File: src/rtl/instr_fetch_pkg.sv
// Shared types and constants for the instruction fetch unit and its prefetch queue.
package instr_fetch_pkg;

    localparam int          INSTR_W = 32;
    localparam logic [31:0] IF_BASE = 32'hBFC00000;

    // One prefetched instruction: the byte offset it came from and the word itself.
    typedef struct packed {
        logic [31:0]        offset;
        logic [INSTR_W-1:0] word;
    } fetch_entry_t;

endpackage

File: src/rtl/fetch_fifo.sv
// Synchronous prefetch FIFO with flush; the head entry is visible combinationally.
module fetch_fifo
    import instr_fetch_pkg::*;
#(
    parameter int DEPTH = 4
) (
    input  logic                     clk,
    input  logic                     rst_n,
    input  logic                     push,
    input  logic                     pop,
    input  logic                     flush,
    input  fetch_entry_t             push_data,
    output fetch_entry_t             head,
    output logic [$clog2(DEPTH):0]   count
);

    localparam int PW = $clog2(DEPTH);
    localparam int CW = PW + 1;

    fetch_entry_t   mem [DEPTH];
    logic [PW-1:0]  wr_ptr;
    logic [PW-1:0]  rd_ptr;

    always_ff @(posedge clk) begin
        if (push && !flush) begin
            mem[wr_ptr] <= push_data;
        end
    end

    // DEPTH is a power of two, so the pointers wrap by plain overflow.
    always_ff @(posedge clk or negedge rst_n) begin
        if (!rst_n) begin
            wr_ptr <= '0;
            rd_ptr <= '0;
            count  <= '0;
        end else if (flush) begin
            wr_ptr <= '0;
            rd_ptr <= '0;
            count  <= '0;
        end else begin
            if (push) begin
                wr_ptr <= wr_ptr + PW'(1);
            end
            if (pop) begin
                rd_ptr <= rd_ptr + PW'(1);
            end
            count <= count + CW'(push) - CW'(pop);
        end
    end

    assign head = mem[rd_ptr];

endmodule

File: src/rtl/instr_fetch.sv
// Instruction fetch unit: walks a byte offset through instruction memory and
// buffers the returned words in a small prefetch queue for the consumer.
module instr_fetch
    import instr_fetch_pkg::*;
#(
    parameter int                  A_length  = 12,
    parameter int                  DEPTH     = 4,
    parameter logic [A_length-1:0] RESET_OFF = A_length'(12'h000),
    parameter logic [31:0]         BASE      = IF_BASE
) (
    input  logic                     clk,
    input  logic                     rst_n,
    output logic [A_length-1:0]      A,
    input  logic [INSTR_W-1:0]       RD,
    output logic [INSTR_W-1:0]       instr,
    output logic [31:0]              instr_pc,
    output logic                     instr_valid,
    input  logic                     instr_ready,
    input  logic                     redirect,
    input  logic [31:0]              redirect_pc,
    output logic                     fault,
    output logic [$clog2(DEPTH):0]   count
);

    localparam int             CW      = $clog2(DEPTH) + 1;
    localparam logic [CW-1:0]  DEPTH_C = CW'(DEPTH);

    logic [A_length-1:0] fpc;
    logic                push;
    logic                pop;
    logic                region_miss;
    logic                unused_pc_bits;
    fetch_entry_t        push_data;
    fetch_entry_t        head;

    // A redirect kills any handshake or fetch in its cycle.
    assign pop         = instr_valid && instr_ready && !redirect;
    assign push        = !redirect && ((count < DEPTH_C) || pop);
    assign region_miss = (redirect_pc[31:A_length] != BASE[31:A_length]);

    assign push_data   = '{offset: 32'(fpc), word: RD};

    // Offset advances by a word and wraps at the top of the region by overflow.
    always_ff @(posedge clk or negedge rst_n) begin
        if (!rst_n) begin
            fpc <= RESET_OFF;
        end else if (redirect) begin
            fpc <= {redirect_pc[A_length-1:2], 2'b00};
        end else if (push) begin
            fpc <= fpc + A_length'(4);
        end
    end

    always_ff @(posedge clk or negedge rst_n) begin
        if (!rst_n) begin
            fault <= 1'b0;
        end else if (redirect && region_miss) begin
            fault <= 1'b1;
        end
    end

    fetch_fifo #(
        .DEPTH (DEPTH)
    ) u_fifo (
        .clk       (clk),
        .rst_n     (rst_n),
        .push      (push),
        .pop       (pop),
        .flush     (redirect),
        .push_data (push_data),
        .head      (head),
        .count     (count)
    );

    assign A              = fpc;
    assign instr          = head.word;
    assign instr_pc       = BASE + head.offset;
    assign instr_valid    = (count != '0);
    assign unused_pc_bits = ^redirect_pc[1:0];

endmodule

File: config.mk
export PLATFORM = sky130hd
export DESIGN_NAME = instr_fetch
export DESIGN_NICKNAME = d
export VERILOG_FILES = /design/src/rtl/instr_fetch_pkg.sv /design/src/rtl/fetch_fifo.sv /design/src/rtl/instr_fetch.sv
export SDC_FILE = /design/constraint.sdc
export NUM_CORES = 1
export LEC_CHECK = 0
export BUFFER_PORTS_ARGS = -buffer_cell sky130_fd_sc_hd__buf_2
export CORE_MARGIN = 1.5
export CORE_UTILIZATION = 44
export DETAILED_ROUTE_END_ITERATION = 8
export PLACE_DENSITY_LB_ADDON = 0.2
export SYNTH_ARGS = -nofsm -noshare
export SYNTH_HDL_FRONTEND = slang
export SYNTH_HIERARCHICAL = 1
export SYNTH_SLANG_ARGS = --single-unit
File: constraint.sdc
create_clock -name clk -period 4.36 [get_ports clk]
set_input_delay 0.218 -clock clk [delete_from_list [all_inputs] [get_ports clk]]
set_output_delay 0.218 -clock clk [all_outputs]
set_load 0.05 [all_outputs]
==> out/metrics.sh <==
LEAKAGEPOWER_uW=0.00470
FIN_TNS_SETUP_NS=0
ROWS=56
MULTI_INPUT_COMB_AREA_UM2=2580
FLOORPLAN.DIE.WIDTH_UM=158
POST_LAYOUT_POWER_uW=6810
PLACED_CELLS_INCL_TAPS=1008
DRT_ITER0_DRC=264
CTS_HOLD_REPAIR.BUFFERS=46
CRITICAL_PATH.STARTPOINT_TYPE='flip-flop'
GRTUSAGEMET2=0.267
FINAL_CELLS=1104
SYNTH_FF_TYPE='sky130_fd_sc_hd__edfxtp_1'
CLASS_OF_THE_MOST_CRITICAL_SETUP_PATH='reg -> out'
TIGHTESTPINTRANSITION_NS=1.03
CTS_TREE='built'
LAYOUT.CELL_AREA.NON_FILLER_UM2=13300
SHARE_CLK_OF_TOTAL_POWER=0.339
FP.COREAREA_UM2=23500
RATIO_OF_CELLS_WITH_DRIVE_ABOVE_1_IN_THE_FINAL_LAYOUT=0.339
CTS.SINK_COUNT=274
CTS-ROOT-BUF='sky130_fd_sc_hd__clkbuf_16'
CTS_SETUP_BUFFERS=0
PLACE_AREA_UM2=11900
NETLIST_INSTANCES=474
TIMING.FINAL.MAX_SLEW_VIOLATIONS=0
YS_SEQ_AREA_FRAC=0.769
CRITPATHMAXFANOUT=31
SYNTHESIS.AREA_UM2=10600
VIAS=5243
PLACEMENT.IO_BUFFERS=144
LAYOUT.CELLS.MOST_COMMON='sky130_fd_sc_hd__edfxtp_1'
POWER_FRAC_SEQ=0.463
PLACE.DETAILED.HPWL_UM=10600
PERIOD_SHARE=0.791
SETUP_REPAIR_AFTER_GLOBAL_ROUTING_MISSED_ITS_MARGIN='no'
GP_CONGESTION=0.739
POWERDENSITY_nW_PER_UM2=513
GLOBAL_ROUTE_WIRE_LENGTH_BEFORE_REPAIR_UM=28800
FIRSTDRTPASSITERS=4
SLEW_HEADROOM=0.311
GRT_MAX_DEGREE=65
DETAIL_ROUTE.WIRELENGTH_UM=18700
LAYOUT_COMMON_CELLS='sky130_fd_sc_hd__edfxtp_1 (256), sky130_fd_sc_hd__buf_2 (144), sky130_fd_sc_hd__conb_1 (90)'
TYPE_OF_THE_MOST_CRITICAL_HOLD_PATH='in -> async'
NUMBER_OF_GLOBAL_ROUTE_VIAS_BEFORE_REPAIR=5575
CRIT_PATH_MAX_INCR_DELAY_NS=0.81
MAX-VDD-IR-DROP_uV=292
CP_SLOWEST_CELL='sky130_fd_sc_hd__dfrtp_4'
FMAX_GHz=0.290
COMB_POWER_SHARE=0.199
CRIT_END_ELEMENT='output port'
TIMING_HOLD_VIOLATIONS_FINAL=0
FINCLKSKEW_NS=0.00858
P_INT_uW=4850
ANT_NETS=0
CRITPATHARRIVALTIME_NS=3.23
FILLER_CELL_COUNT=1856
AREA.SEQUENTIAL_UM2=8150
GRT_UTIL_MET1=0.196
POST_DRT_WL_PER_CELL_UM=17.0
DIODES=0
SWITCHINGPOWER_uW=1960
ANTENNA_FOUND_INITIAL=0
FP.DIEH_UM=158
SYNTHESIS.AREA_PER_INSTANCE_UM2=22.3
SYNTH_WARNINGS=6
CTS_BUFFER_DEPTH=3
CTS_BUFFERS=27
FIN_CRIT_PERIOD_NS=3.45
DRT-VIAS-PER-INSTANCE=4.75
FLOW.AREA_GROWTH_FROM_SYNTHESIS_PCT=25.3
FINAL_NET_COUNT=841
IOPINCOUNT=149
SYNTH-SEQ-CELLS=274
CLKTRANSATPATHREGS_NS=0.06
OVERFLOW=0
MAX-CAP-VIOLATIONS=0
INITIAL_UTILIZATION=0.450
TIMING.CRITICAL_PATH.REQUIRED_NS=4.14
HOLD_SLACK_NS=0.175
SETUP_VIOLATIONS=0
WORSTPATHCELLLIST='mux4_2, nor4_2, nand2b_1, o41ai_2, xor2_1, buf_2'
USE_MET3=0.0290
OUTCOME='completed'
CTS.REPAIR.RESIZED=0
SYNTH_CELL_TYPES=45
GR-MAX-USAGE-LAYER='met2'
YS_ASYNC_SR_FRACTION=0.0657
H-TREE-DEPTH=1
WORSTSKEWPAIRLATENCY_NS=0.52
NETSWITCHINGFRACTION=0.288
DIE_AREA_UM2=25000
TRACK_USAGE=0.151
ROUTE.DETAILED.DRC=0
SYNTH-EDFF-COUNT=256
## area by class of cell
type	instances	area share
sequential	274	0.614
clock inverter	16	0.0122
inverter	9	0.00255
multi-input combinational	259	0.194
clock buffer	34	0.0559
tap	319	0.0301
timing repair buffer	193	0.0908
## sequential cells by signal (all words and copies together) (netlist names)
register	flops
u_fifo/rd_ptr	2
u_fifo/wr_ptr	2
A	10
fault	1
u_fifo/mem	256
u_fifo/count	3
## cells in the mapped netlist (5+ instances only)
cell type	n	area [um2]
sky130_fd_sc_hd__inv_1	9	33.8
sky130_fd_sc_hd__edfxtp_1	256	7690
sky130_fd_sc_hd__buf_4	5	37.5
sky130_fd_sc_hd__nor2_1	9	33.8
sky130_fd_sc_hd__xnor2_1	12	105
sky130_fd_sc_hd__ha_1	8	100
sky130_fd_sc_hd__xor2_1	6	52.6
sky130_fd_sc_hd__buf_2	6	30.0
sky130_fd_sc_hd__o21ai_0	7	35.0
sky130_fd_sc_hd__dfrtp_1	18	450
sky130_fd_sc_hd__mux4_2	64	1440
sky130_fd_sc_hd__nand2_1	13	48.8
## stage by stage
step	util	worst slack [ns]
global placement	0.505	1.46
floorplan	-	0.899
CTS	0.563	0.840
global route	0.563	0.709
finish	0.563	0.909
detailed placement	0.505	1.42
## cell families (layout without fill, tap and decap cells)
logic type | after synthesis | after routing | share of synthesized area
buffers and inverters | 30 | 252 | 0.0202
AO/OA/AOI/OAI | 20 | 20 | 0.0142
other | 1 | 90 | 0.000354
multiplexers | 68 | 68 | 0.140
flip-flops | 274 | 274 | 0.769
AND/OR/NAND/NOR | 53 | 53 | 0.0279
XOR/XNOR | 19 | 19 | 0.0170
adder cells (fa/ha/maj) | 9 | 9 | 0.0113
## power by group through the flow
stage	Clock (uW)	Sequential, uW	Combinational [uW]
2_1_floorplan	0	3220	1030
3_3_place_gp	0	3200	1320
3_5_place_dp	0	3210	1330
4_1_cts	2370	3150	1370
5_1_grt	2470	3170	1430
6_report	2310	3150	1350
## path summary, 6_finish.rpt
kind | cells past startpoint | startpoint | slack (ns) | endpoint
max | 6 | u_fifo/rd_ptr[0] | 0.91 | instr_pc[31]
min | 2 | rst_n | 0.17 | A[11]
max reg2reg | 4 | u_fifo/count[2] | 1.56 | u_fifo/mem[0][40]
min reg2reg | 0 | A[10] | 0.62 | u_fifo/mem[2][42]
max in group asynchronous | 2 | rst_n | 3.83 | u_fifo/rd_ptr[0]
min in group clk | 2 | redirect | 0.18 | u_fifo/count[2]
## metal layers
layer	wire length (um)	up-vias
li1	-	2435
met1	7960	2642
met2	9530	147
met3	1070	19
met4	186	0
met5	0	-
## worst max-delay path, delay by kind of cell (launching register included)
kind / cells / cell delay (ns)
DFF: 1 / 0.81
muxes: 1 / 0.65
and+or+nand+nor: 2 / 0.53
buffers and inverters: 1 / 0.28
AOI/OAI and AO/OA: 1 / 0.26
xor gates and xnor gates: 1 / 0.17
Note: power is estimated with default switching activity, not from simulation.
